--- config.mk ---
export PLATFORM = sky130hd
export DESIGN_NAME = rr_grant_idx32
export DESIGN_NICKNAME = d
export VERILOG_FILES = /design/src/rtl/rr_grant_pkg.sv /design/src/rtl/rr_grant_idx32_pick.sv /design/src/rtl/rr_grant_idx32.sv
export SDC_FILE = /design/constraint.sdc
export NUM_CORES = 1
export LEC_CHECK = 0
export ABC_CLOCK_PERIOD_IN_PS = 11880
export CAP_MARGIN = 30
export CORE_MARGIN = 2
export CORE_UTILIZATION = 33
export CTS_CLUSTER_SIZE = 25
export DETAILED_ROUTE_END_ITERATION = 7
export SKIP_CTS_REPAIR_TIMING = 1
export SYNTH_ARGS = -nofsm -noshare
export SYNTH_HDL_FRONTEND = slang
export SYNTH_HIERARCHICAL = 1
export SYNTH_SLANG_ARGS = --single-unit
--- constraint.sdc ---
create_clock -name clk -period 11.88 [get_ports clk]
set_input_delay 1.188 -clock clk [delete_from_list [all_inputs] [get_ports clk]]
set_output_delay 1.188 -clock clk [all_outputs]
set_load 0.03 [all_outputs]
--- src/rtl/rr_grant_pkg.sv ---
// Shared constants, FSM state type and index helper for the round-robin grant block.
package rr_grant_pkg;

    localparam int N     = 32;
    localparam int IDX_W = 5;
    localparam int CNT_W = 16;

    typedef enum logic {
        IDLE  = 1'b0,
        GRANT = 1'b1
    } state_t;

    // Next index after idx; 31 wraps to 0 through the natural 5-bit overflow.
    function automatic logic [IDX_W-1:0] inc_idx(input logic [IDX_W-1:0] idx);
        return idx + IDX_W'(1);
    endfunction

endpackage

--- src/rtl/rr_grant_idx32_pick.sv ---
// Combinational round-robin pick: first set request at or after ptr, wrapping mod 32.
module rr_pick
    import rr_grant_pkg::*;
(
    input  logic [N-1:0]     req,
    input  logic [IDX_W-1:0] ptr,
    output logic             found,
    output logic [IDX_W-1:0] idx
);

    logic [2*N-1:0]   dbl;
    logic [N-1:0]     rot;
    logic [IDX_W-1:0] off;

    // Rotate so that requester ptr lands on bit 0 of rot.
    assign dbl = {req, req} >> ptr;
    assign rot = dbl[N-1:0];

    // Fixed-priority encode of the rotated vector (lowest bit wins), then undo the rotation.
    always_comb begin
        // NOTE: every output of a combinational block gets a default first so no latch is inferred.
        off = '0;
        for (int i = N - 1; i >= 0; i--) begin
            if (rot[i]) off = IDX_W'(i);
        end
        found = |req;
        idx   = ptr + off;
    end

endmodule

--- src/rtl/rr_grant_idx32.sv ---
// Round-robin arbiter over 32 requesters with a registered index/valid grant
// held under a valid/ready handshake; feeds a 5-to-32 decoder (en, A).
module rr_grant_idx32
    import rr_grant_pkg::*;
(
    input  logic             clk,
    input  logic             rst_n,
    input  logic [N-1:0]     req,
    input  logic             out_ready,
    output logic             out_valid,
    output logic [IDX_W-1:0] out_idx,
    output logic [CNT_W-1:0] grant_cnt
);

    state_t           state;
    logic [IDX_W-1:0] ptr;
    logic [IDX_W-1:0] scan_base;
    logic             pick_found;
    logic [IDX_W-1:0] pick_idx;

    // In GRANT the only pick that matters is the back-to-back one, which
    // scans from just past the current winner; in IDLE it scans from ptr.
    always_comb begin
        scan_base = ptr;
        if (state == GRANT) scan_base = inc_idx(out_idx);
    end

    rr_pick u_pick (
        .req   (req),
        .ptr   (scan_base),
        .found (pick_found),
        .idx   (pick_idx)
    );

    // Grant FSM with pointer, registered outputs and accepted-grant counter.
    always_ff @(posedge clk) begin
        // NOTE: sequential state uses non-blocking assignments so every register
        // samples pre-edge values regardless of statement order.
        if (!rst_n) begin
            state     <= IDLE;
            out_valid <= 1'b0;
            out_idx   <= '0;
            ptr       <= '0;
            grant_cnt <= '0;
        end else begin
            case (state)
                IDLE: begin
                    if (pick_found) begin
                        out_idx   <= pick_idx;
                        out_valid <= 1'b1;
                        state     <= GRANT;
                    end
                end
                GRANT: begin
                    // req changes are ignored here; only acceptance releases the grant.
                    if (out_ready) begin
                        ptr       <= inc_idx(out_idx);
                        grant_cnt <= grant_cnt + CNT_W'(1);
                        if (pick_found) begin
                            out_idx <= pick_idx;
                        end else begin
                            out_valid <= 1'b0;
                            state     <= IDLE;
                        end
                    end
                end
                default: begin
                    state     <= IDLE;
                    out_valid <= 1'b0;
                end
            endcase
        end
    end

endmodule

==> reports/qor.csv, run 1 <==
metric,value,unit
synth_nets,548,
worstSkewPairLatency,260,ps
vias,4943,
grt_pass1_vias,4730,
regToRegStartpoint,out_idx[0],
rows,45,
netlist_area,0.005169,sq mm
fin_setup_tns,0,ps
area_growth_syn_to_layout,15.61,%
async_flop_share,0,%
ant_nets,0,
drt_first_pass_iters,5,
leakagePower,0.002085,uW
die_h,129.2,um
cts_max_level,1,
syn_avg_cell_area,10.21,sq um
nets,576,
seq_area_frac_synth,10.84,%
cts_buffers,3,
cts_tree,done,
endpoint_kind,register,
ys_top_cells_by_count,"79 x mux4_2, 46 x mux2i_1, 44 x nor2_1",
core,0.01526,sq mm
antenna_found_initial,0,
critical_path.slowest_cell,nor2_1,
via_per_inst,6.644,
cts.sinks,28,
cts_root_buf,clkbuf_16,
clk_pin_slew,70,ps
synthDistinctLibCells,72,
netlist_instances,506,
finalClockSkew,2.347,ps
place_congestion,0.9252,
yosysMostFrequentCell,mux4_2,
totalWireLength,17010,um
yosysWarnings,6,
hold_violations,0,
cap_viol_max_count,0,
crit_type,register to register,
io_buffers,56,
p_per_area,159.0,mW/mm^2
synthFlopType,dfxtp_1,
outcome,completed,
grt_pass1_wl,26770,um
antenna_cells,0,
crit_fanout,33,
startpoint,out_idx[0],
worstHoldStart,ptr[1],
fin_crit_sh,50.71,%
fmax,166.0,MHz
drc,0,
die_x,129.2,um
hold_path.class,register to register,
synth_area_leaders,"mux4_2 34%, dfxtp_1 11%, mux2i_1 8.9%",
synth_top_area_share,34.42,%
cp_slowest_stage_delay,910,ps
ioPinCount,57,
ys_seq_elements,28,
track_usage,20.25,%
dp_hpwl,12480,um
grt_overflow,0,
start_kind,register,
grt_max_degree,69,
setup_violations,0,
ir_worst_vdd,0.07043,mV
relSlewSlack,35.83,%
setup_ws,5856,ps
rsz0062_at_grt,no,
synth-edff-count,0,
cpMostUsedCell,nor2_1,
final_max_slew_viol_count,0,
required,12000,ps
detail_route.iter0.violations,461,
start_util,33.87,%
tightest_slew,962.5,ps
clk_path_buf_depth,2,
worstPathCellList,"ha_1, nand3_1, xor2_1, a21oi_4, buf_4, clkinv_1, nor2_1, a31oi_1, o211ai_1, nor2_1, a2111oi_0, a211oi_1, and4b_1, ha_1, inv_1, fa_1, inv_1, a21o_1, a21oi_1, xnor2_1, xnor2_1, mux2i_1, nor2_1",
yosysTopAreaCell,mux4_2,
pre_cts_ws,6044,ps
drive_above_1_share,21.95,%
final.min_clock_period,6024,ps
critPathArrivalTime,6140,ps
dieArea,0.01668,sq mm
wire_per_inst,22.86,um
-- layer usage --
layer	wire, um	vias to the layer above	global-route usage (%)
met5	0	-	0
met4	551	0	6.714
met3	1574	49	2.188
met2	7885	318	32.51
met1	6994	2442	28.66
li1	-	2134	-
-- final cells by class --
type | instances | area (sq um)
Clock buffer | 4 | 88.84
Fill cell | 1457 | 9283
Inverter | 14 | 52.55
Multi-Input combinational cell | 426 | 4392
Sequential cell | 28 | 560.5
Tap cell | 211 | 264.0
Timing Repair Buffer | 61 | 618.1
-- cell families after synthesis --
group / after synthesis / share of synthesized area, %
buf+inv: 52 / 5.059
xor+xnor: 18 / 3.050
simple gates: 148 / 14.35
fa+ha+maj: 7 / 1.840
mux: 151 / 50.23
compound gates: 102 / 14.62
flops: 28 / 10.84
-- critical path, delay by kind of cell, from the launching register on --
| family | cells | cell delay, ps |
|---|---|---|
| and+or+nand+nor | 5 | 1430 |
| AOI/OAI and AO/OA | 7 | 1300 |
| buffers and inverters | 4 | 1240 |
| adders and majority gates | 3 | 800 |
| DFF | 1 | 480 |
| xor gates and xnor gates | 3 | 480 |
| muxes | 1 | 120 |
-- cell usage in the layout (no fill, tap or decap), types with 7 or more instances in the layout --
cell              n
nand3_1          17
clkdlybuf4s50_1  56
nand2b_1          7
nor4_1            9
mux2_2           14
inv_1            11
nand2_1          33
nand4_1           8
xnor2_1           9
xor2_1            9
nor2_1           44
dfxtp_1          28
o22ai_1          13
mux2_1            7
mux4_2           79
a21oi_1          14
mux2i_1          46
-- where the power goes --
| group | switching, uW | total, uW | internal (uW) |
|---|---|---|---|
| sequential | 10.8 | 113 | 102 |
| clock | 32.2 | 83.8 | 51.6 |
| combinational | 412 | 753 | 342 |
-- sequential cells by signal, indices dropped and copies added (netlist names) --
signal	count
grant_cnt	16
out_idx	5
ptr	5
out_valid	1
state	1
-- path summary, 6_finish.rpt --
path,to,slack [ps],cells past startpoint
setup / recovery,out_idx[4],5860,23
hold / removal,ptr[1],450,2
setup reg to reg,out_idx[4],5860,23
hold reg to reg,ptr[1],450,2
-- per-stage QoR --
stage | utilization, % | area [sq um] | hold slack (ps) | std cells | power, uW
after floorplan | - | 5169 | 433.8 | 506 | 670.6
after global placement | 38.40 | 5859 | 444.2 | 739 | 837.0
after detailed placement | 38.40 | 5859 | 451.4 | 739 | 842.5
after CTS | 38.98 | 5948 | 460.9 | 743 | 928.9
after global routing | 39.16 | 5976 | 504.5 | 744 | 1006
final | 39.16 | 5976 | 454.9 | 744 | 949.9
Power figures use the tool's default switching activity.
==> run 2, diff against run 1 <==
--- a/config.mk
+++ b/config.mk
@@ -5,7 +5,7 @@
 export SDC_FILE = /design/constraint.sdc
 export NUM_CORES = 1
 export LEC_CHECK = 0
-export ABC_CLOCK_PERIOD_IN_PS = 11880
+export ABC_CLOCK_PERIOD_IN_PS = 5400
 export CAP_MARGIN = 30
 export CORE_MARGIN = 2
 export CORE_UTILIZATION = 33
==> constraint.sdc (replaced) <==
create_clock -name clk -period 5.4 [get_ports clk]
set_input_delay 0.54 -clock clk [delete_from_list [all_inputs] [get_ports clk]]
set_output_delay 0.54 -clock clk [all_outputs]
set_load 0.03 [all_outputs]
==> run 2 against run 1 <==
Net effect:
- worst hold slack gained 12 ps
- flip-flop and latch count is the same
- non-clock buffer count grew 35
- cell count grew 4.7%
- fmax grew 17%
- combinational power grew 130%
- critical endpoint unchanged
- core utilization grew 2.0 points
- register-to-register slack lost 5600 ps
- first-iteration DRC count grew 13%
- critical path depth shrank 2
- highest routed layer unchanged
- critical path type unchanged
- sequential power grew 120%
==> reports/qor.csv, run 2 (synthesized netlist as in run 1, its figures left out) <==
metric,value,unit
outcome,completed,
antenna_cells,0,
hold_path.class,register to register,
start_util,33.87,%
ff2ff_path_depth,21,
ant_nets,0,
relSlewSlack,48.81,%
hold_violations,0,
multi_input_area,0.004388,sq mm
mostFrequentLayoutCell,mux4_2,
nets,611,
core,0.01526,sq mm
crit_type,register to register,
hold_depth,2,
area_growth_syn_to_layout,21.64,%
antenna_found_initial,0,
track_usage,20.72,%
reg_top3,"grant_cnt: 16 flops, out_idx: 5 flops, ptr: 5 flops",
grt_pass1_wl,27190,um
fmax,195.0,MHz
die_x,129.2,um
cts_root_buf,clkbuf_16,
vias,5005,
finalClockSkew,4.611,ps
cts_buffers,3,
detail_route.iter0.violations,519,
pwr-share-comb,78.7,%
pre_cts_ws,272.2,ps
final_max_slew_viol_count,0,
drt_first_pass_iters,5,
rows,45,
endpoint_kind,register,
required,5530,ps
grt_pass1_vias,4865,
n_fill_cell,1511,
tightest_slew,766.9,ps
grt_max_degree,61,
p_switching,1016,uW
setup_ws,271.8,ps
grt_overflow,0,
via_per_inst,6.425,
switching_share,46.44,%
cts_max_level,1,
crit_fanout,13,
p_seq_share,11.3,%
largest_register_ffs,16,
seq_area,561.8,sq um
io_buffers,56,
fin_crit_sh,94.97,%
top_register,grant_cnt,
clk_pin_slew,70,ps
setup_violations,0,
wire_per_inst,22.60,um
dieArea,0.01668,sq mm
p_int,1172,uW
cts.sinks,28,
leakagePower,0.002268,uW
critPathArrivalTime,5260,ps
place_congestion,0.9681,
p_per_area,347.9,mW/mm^2
rsz0062_at_grt,no,
clock_power_share,10.0,%
cts_tree,done,
ir_worst_vdd,0.1393,mV
drive_above_1_share,27.11,%
final.min_clock_period,5128,ps
worstSkewPairLatency,260,ps
clk_path_buf_depth,2,
dp_hpwl,13600,um
fin_setup_tns,0,ps
die_h,129.2,um
cap_viol_max_count,0,
mostFrequentLayoutCells,"80 x mux4_2, 56 x clkdlybuf4s50_1, 46 x mux2i_1",
totalWireLength,17610,um
ioPinCount,57,
start_kind,register,
drc,0,
## run 2: cell type report
| class | instances | share of cell area (%) |
|---|---|---|
| multi-input combinational | 426 | 69.79 |
| timing repair buffer | 96 | 14.57 |
| sequential | 28 | 8.935 |
| tap | 211 | 4.199 |
| clock buffer | 3 | 1.194 |
| inverter | 14 | 0.8358 |
| clock inverter | 1 | 0.4776 |
## run 2: metrics by stage
stage | cells | power (uW) | util (%) | hold WS, ps | cell area (sq um)
floorplan | 506 | 1475 | - | 433.8 | 5169
global placement | 773 | 1908 | 40.32 | 444.3 | 6152
detailed placement | 773 | 1918 | 40.32 | 459.6 | 6152
CTS | 777 | 2146 | 41.01 | 469.1 | 6257
global route | 779 | 2319 | 41.21 | 489.0 | 6287
finish | 779 | 2188 | 41.21 | 466.9 | 6287
## run 2: power by group through the flow
| stage | logic (uW) | clock network (uW) | registers, uW |
|---|---|---|---|
| finish | 1720 | 219 | 247 |
| global route | 1830 | 234 | 252 |
| CTS | 1670 | 224 | 247 |
| detailed placement | 1670 | 0 | 252 |
| global placement | 1660 | 0 | 251 |
| floorplan | 1210 | 0 | 270 |
## run 2: worst max-delay path, stage by stage (launching register included)
cell and delay [ps]:
dfxtp_2 360, ha_1 230, xnor2_1 190, a21oi_4 300, buf_12 200, mux4_1 630, mux4_2 480, mux2_4 270
a21o_1 190, a2111o_1 410, a211oi_1 200, and4b_1 230, ha_1 200, inv_1 70, fa_1 200, inv_1 50
a21o_1 170, a21oi_1 170, xnor2_1 100, xnor2_1 150, mux2i_1 130, nor2_1 50
## run 2: routing by layer
metal,wire [um],GRT usage (%),vias to the layer above
met3,1522,3.675,51
met1,7005,27.39,2442
met5,0,0,-
met4,611,6.202,0
met2,8470,34.80,300
li1,-,-,2212
## run 2: worst paths after layout
path / start / endpoint / slack (ps)
max: out_idx[0] / out_idx[4] / 270
min: ptr[1] / ptr[1] / 470
max reg2reg: out_idx[0] / out_idx[4] / 270
min reg2reg: ptr[1] / ptr[1] / 470
==> run 3, diff against run 2 <==
==> constraint.sdc (replaced) <==
create_clock -name clk -period 5.4 [get_ports clk]
set_input_delay 1.08 -clock clk [delete_from_list [all_inputs] [get_ports clk]]
set_output_delay 1.08 -clock clk [all_outputs]
set_load 0.03 [all_outputs]
==> run 3 against run 2 <==
Net effect:
- first-iteration DRC count down 16%
- final area grew 3.2%
- via count rose by 1.5%
- clock power about the same
- sequential power shrank 2%
- combinational power is 3% higher
- setup slack got worse by 45 ps
- core utilization up 1.3 points
- fmax shrank 0.87%
- largest cell class unchanged
- critical endpoint unchanged
==> reports/qor.csv, run 3 (synthesized netlist as in run 1, its figures left out) <==
metric,value,unit
dp_hpwl,13920,um
hold_depth,2,
grt_pass1_wl,27170,um
critical_path.slowest_cell,mux4_1,
core,0.01526,sq mm
relSlewSlack,47.54,%
totalWireLength,17640,um
p_int,1212,uW
r2r_slack,350,ps
worstHoldStart,ptr[1],
nets,634,
final.min_clock_period,5173,ps
cap_viol_max_count,0,
area_growth_syn_to_layout,25.56,%
vias,5082,
fmax,193.3,MHz
dieArea,0.01668,sq mm
place_congestion,0.9357,
setup_violations,0,
clock_power_share,9.7,%
min_to,ptr[1],
mostFrequentLayoutCells,"79 x mux4_2, 57 x buf_4, 55 x clkdlybuf4s50_1",
hold_path.class,register to register,
die_h,129.2,um
final_cell_area,0.006490,sq mm
finalClockSkew,6.147,ps
ff2ff_path_depth,21,
clk_path_buf_depth,2,
regToRegStartpoint,state,
final_max_slew_viol_count,0,
drt_first_pass_iters,5,
cts_buffers,3,
grt_pass1_vias,4883,
rr_endpoint,out_idx[4],
hold_violations,0,
leakagePower,0.002400,uW
cts.sinks,28,
largest_register_ffs,16,
outcome,completed,
via_per_inst,6.337,
rows,45,
tightest_slew,786.1,ps
top_register,grant_cnt,
pwr-share-comb,79.4,%
p_switching,1024,uW
critPathTopFamily,multiplexers,
path_buf_inv,3,
p_per_area,344.6,mW/mm^2
clk_pin_slew,70,ps
mostFrequentLayoutCell,mux4_2,
crit_fanout,9,
grt_max_degree,61,
fin_crit_sh,95.80,%
antenna_found_initial,1,
io_buffers,56,
drc,0,
switching_share,45.79,%
track_usage,20.64,%
crit_type,input pin to register,
p_seq_share,10.8,%
endpoint_kind,register,
ir_worst_vdd,0.1840,mV
rsz0062_at_grt,no,
cts_max_level,1,
die_x,129.2,um
drive_above_1_share,29.61,%
worstSkewPairLatency,260,ps
ant_nets,0,
power,2236,uW
n_fill_cell,1460,
worst-path-stages,18,
worstPathCellList,"clkdlybuf4s50_1, mux4_1, mux4_2, mux2_4, a21o_1, a2111o_1, a211oi_1, and4b_1, ha_1, inv_1, fa_1, inv_1, a21o_1, a21oi_1, xnor2_1, xnor2_1, mux2i_1, nor2_1",
grt_overflow,0,
cts_tree,done,
wire_per_inst,21.99,um
critPathArrivalTime,5300,ps
reg_top3,"grant_cnt: 16 flops, out_idx: 5 flops, ptr: 5 flops",
antenna_cells,0,
start_kind,input pin,
detail_route.iter0.violations,434,
holdWs,468.5,ps
start_util,33.87,%
ioPinCount,57,
cp_slowest_stage_delay,600,ps
fin_util,42.53,%
required,5530,ps
cts_root_buf,clkbuf_16,
placedInstanceArea,0.006350,sq mm
==> run 3: changes by cell type in the layout (fill, tap and decap cells not counted) <==
cell and change:
buf_4 +21, clkdlybuf4s50_1 -1, dfxtp_1 +1, dlymetal6s2s_1 +1, buf_12 +2, dfxtp_2 -1, mux4_1 +1, mux4_2 -1
==> run 3: worst max path at each step <==
stage | start | to
CTS | req[2] | out_idx[4]
floorplan | out_idx[0] | out_idx[4]
detailed placement | req[2] | out_idx[4]
global placement | req[30] | out_idx[4]
finish | req[2] | out_idx[4]
global route | req[2] | out_idx[4]
==> run 3: metrics by stage <==
stage	worst slack, ps	cells	TNS (ps)
CTS	222.8	800	0
global placement	-6.086	796	-6.086
global route	20.96	802	0
detailed placement	-49.13	796	-49.13
finish	227.0	802	0
floorplan	266.4	506	0
==> run 3: worst register-to-register path, cell delays in order (launching register included) <==
cell and delay (ps):
dfxtp_1 580, buf_4 250, nor2_1 80, a21oi_4 150, buf_12 290, mux4_2 500, mux4_2 500, mux2_4 290
a21o_1 190, a2111o_1 420, a211oi_1 230, and4b_1 230, ha_1 190, inv_1 70, fa_1 180, inv_1 40
a21o_1 160, a21oi_1 170, xnor2_1 90, xnor2_1 140, mux2i_1 120, nor2_1 50
==> run 3: power groups by stage <==
stage	logic (uW)	clock network [uW]	registers, uW
2_1_floorplan	1210	0	270
3_3_place_gp	1710	0	247
3_5_place_dp	1730	0	247
4_1_cts	1740	221	243
5_1_grt	1900	233	245
6_report	1780	217	242
==> run 3: final cells by class <==
class                   count  area (sq um)  area share (%)
clock inverters             1         30.03          0.4627
well taps                 211         264.0           4.068
flip-flops and latches     28         560.5           8.637
repair buffers            119          1116           17.20
clock buffers               3         75.07           1.157
multi-input cells         426          4392           67.67
inverters                  14         52.55          0.8097
==> run 3: routing by layer <==
| layer | track usage (%) | share of wire [%] |
|---|---|---|
| met1 | 28.43 | 41 |
| met2 | 33.62 | 48 |
| met3 | 2.766 | 7.8 |
| met4 | 6.841 | 3.1 |
| met5 | 0 | 0.074 |
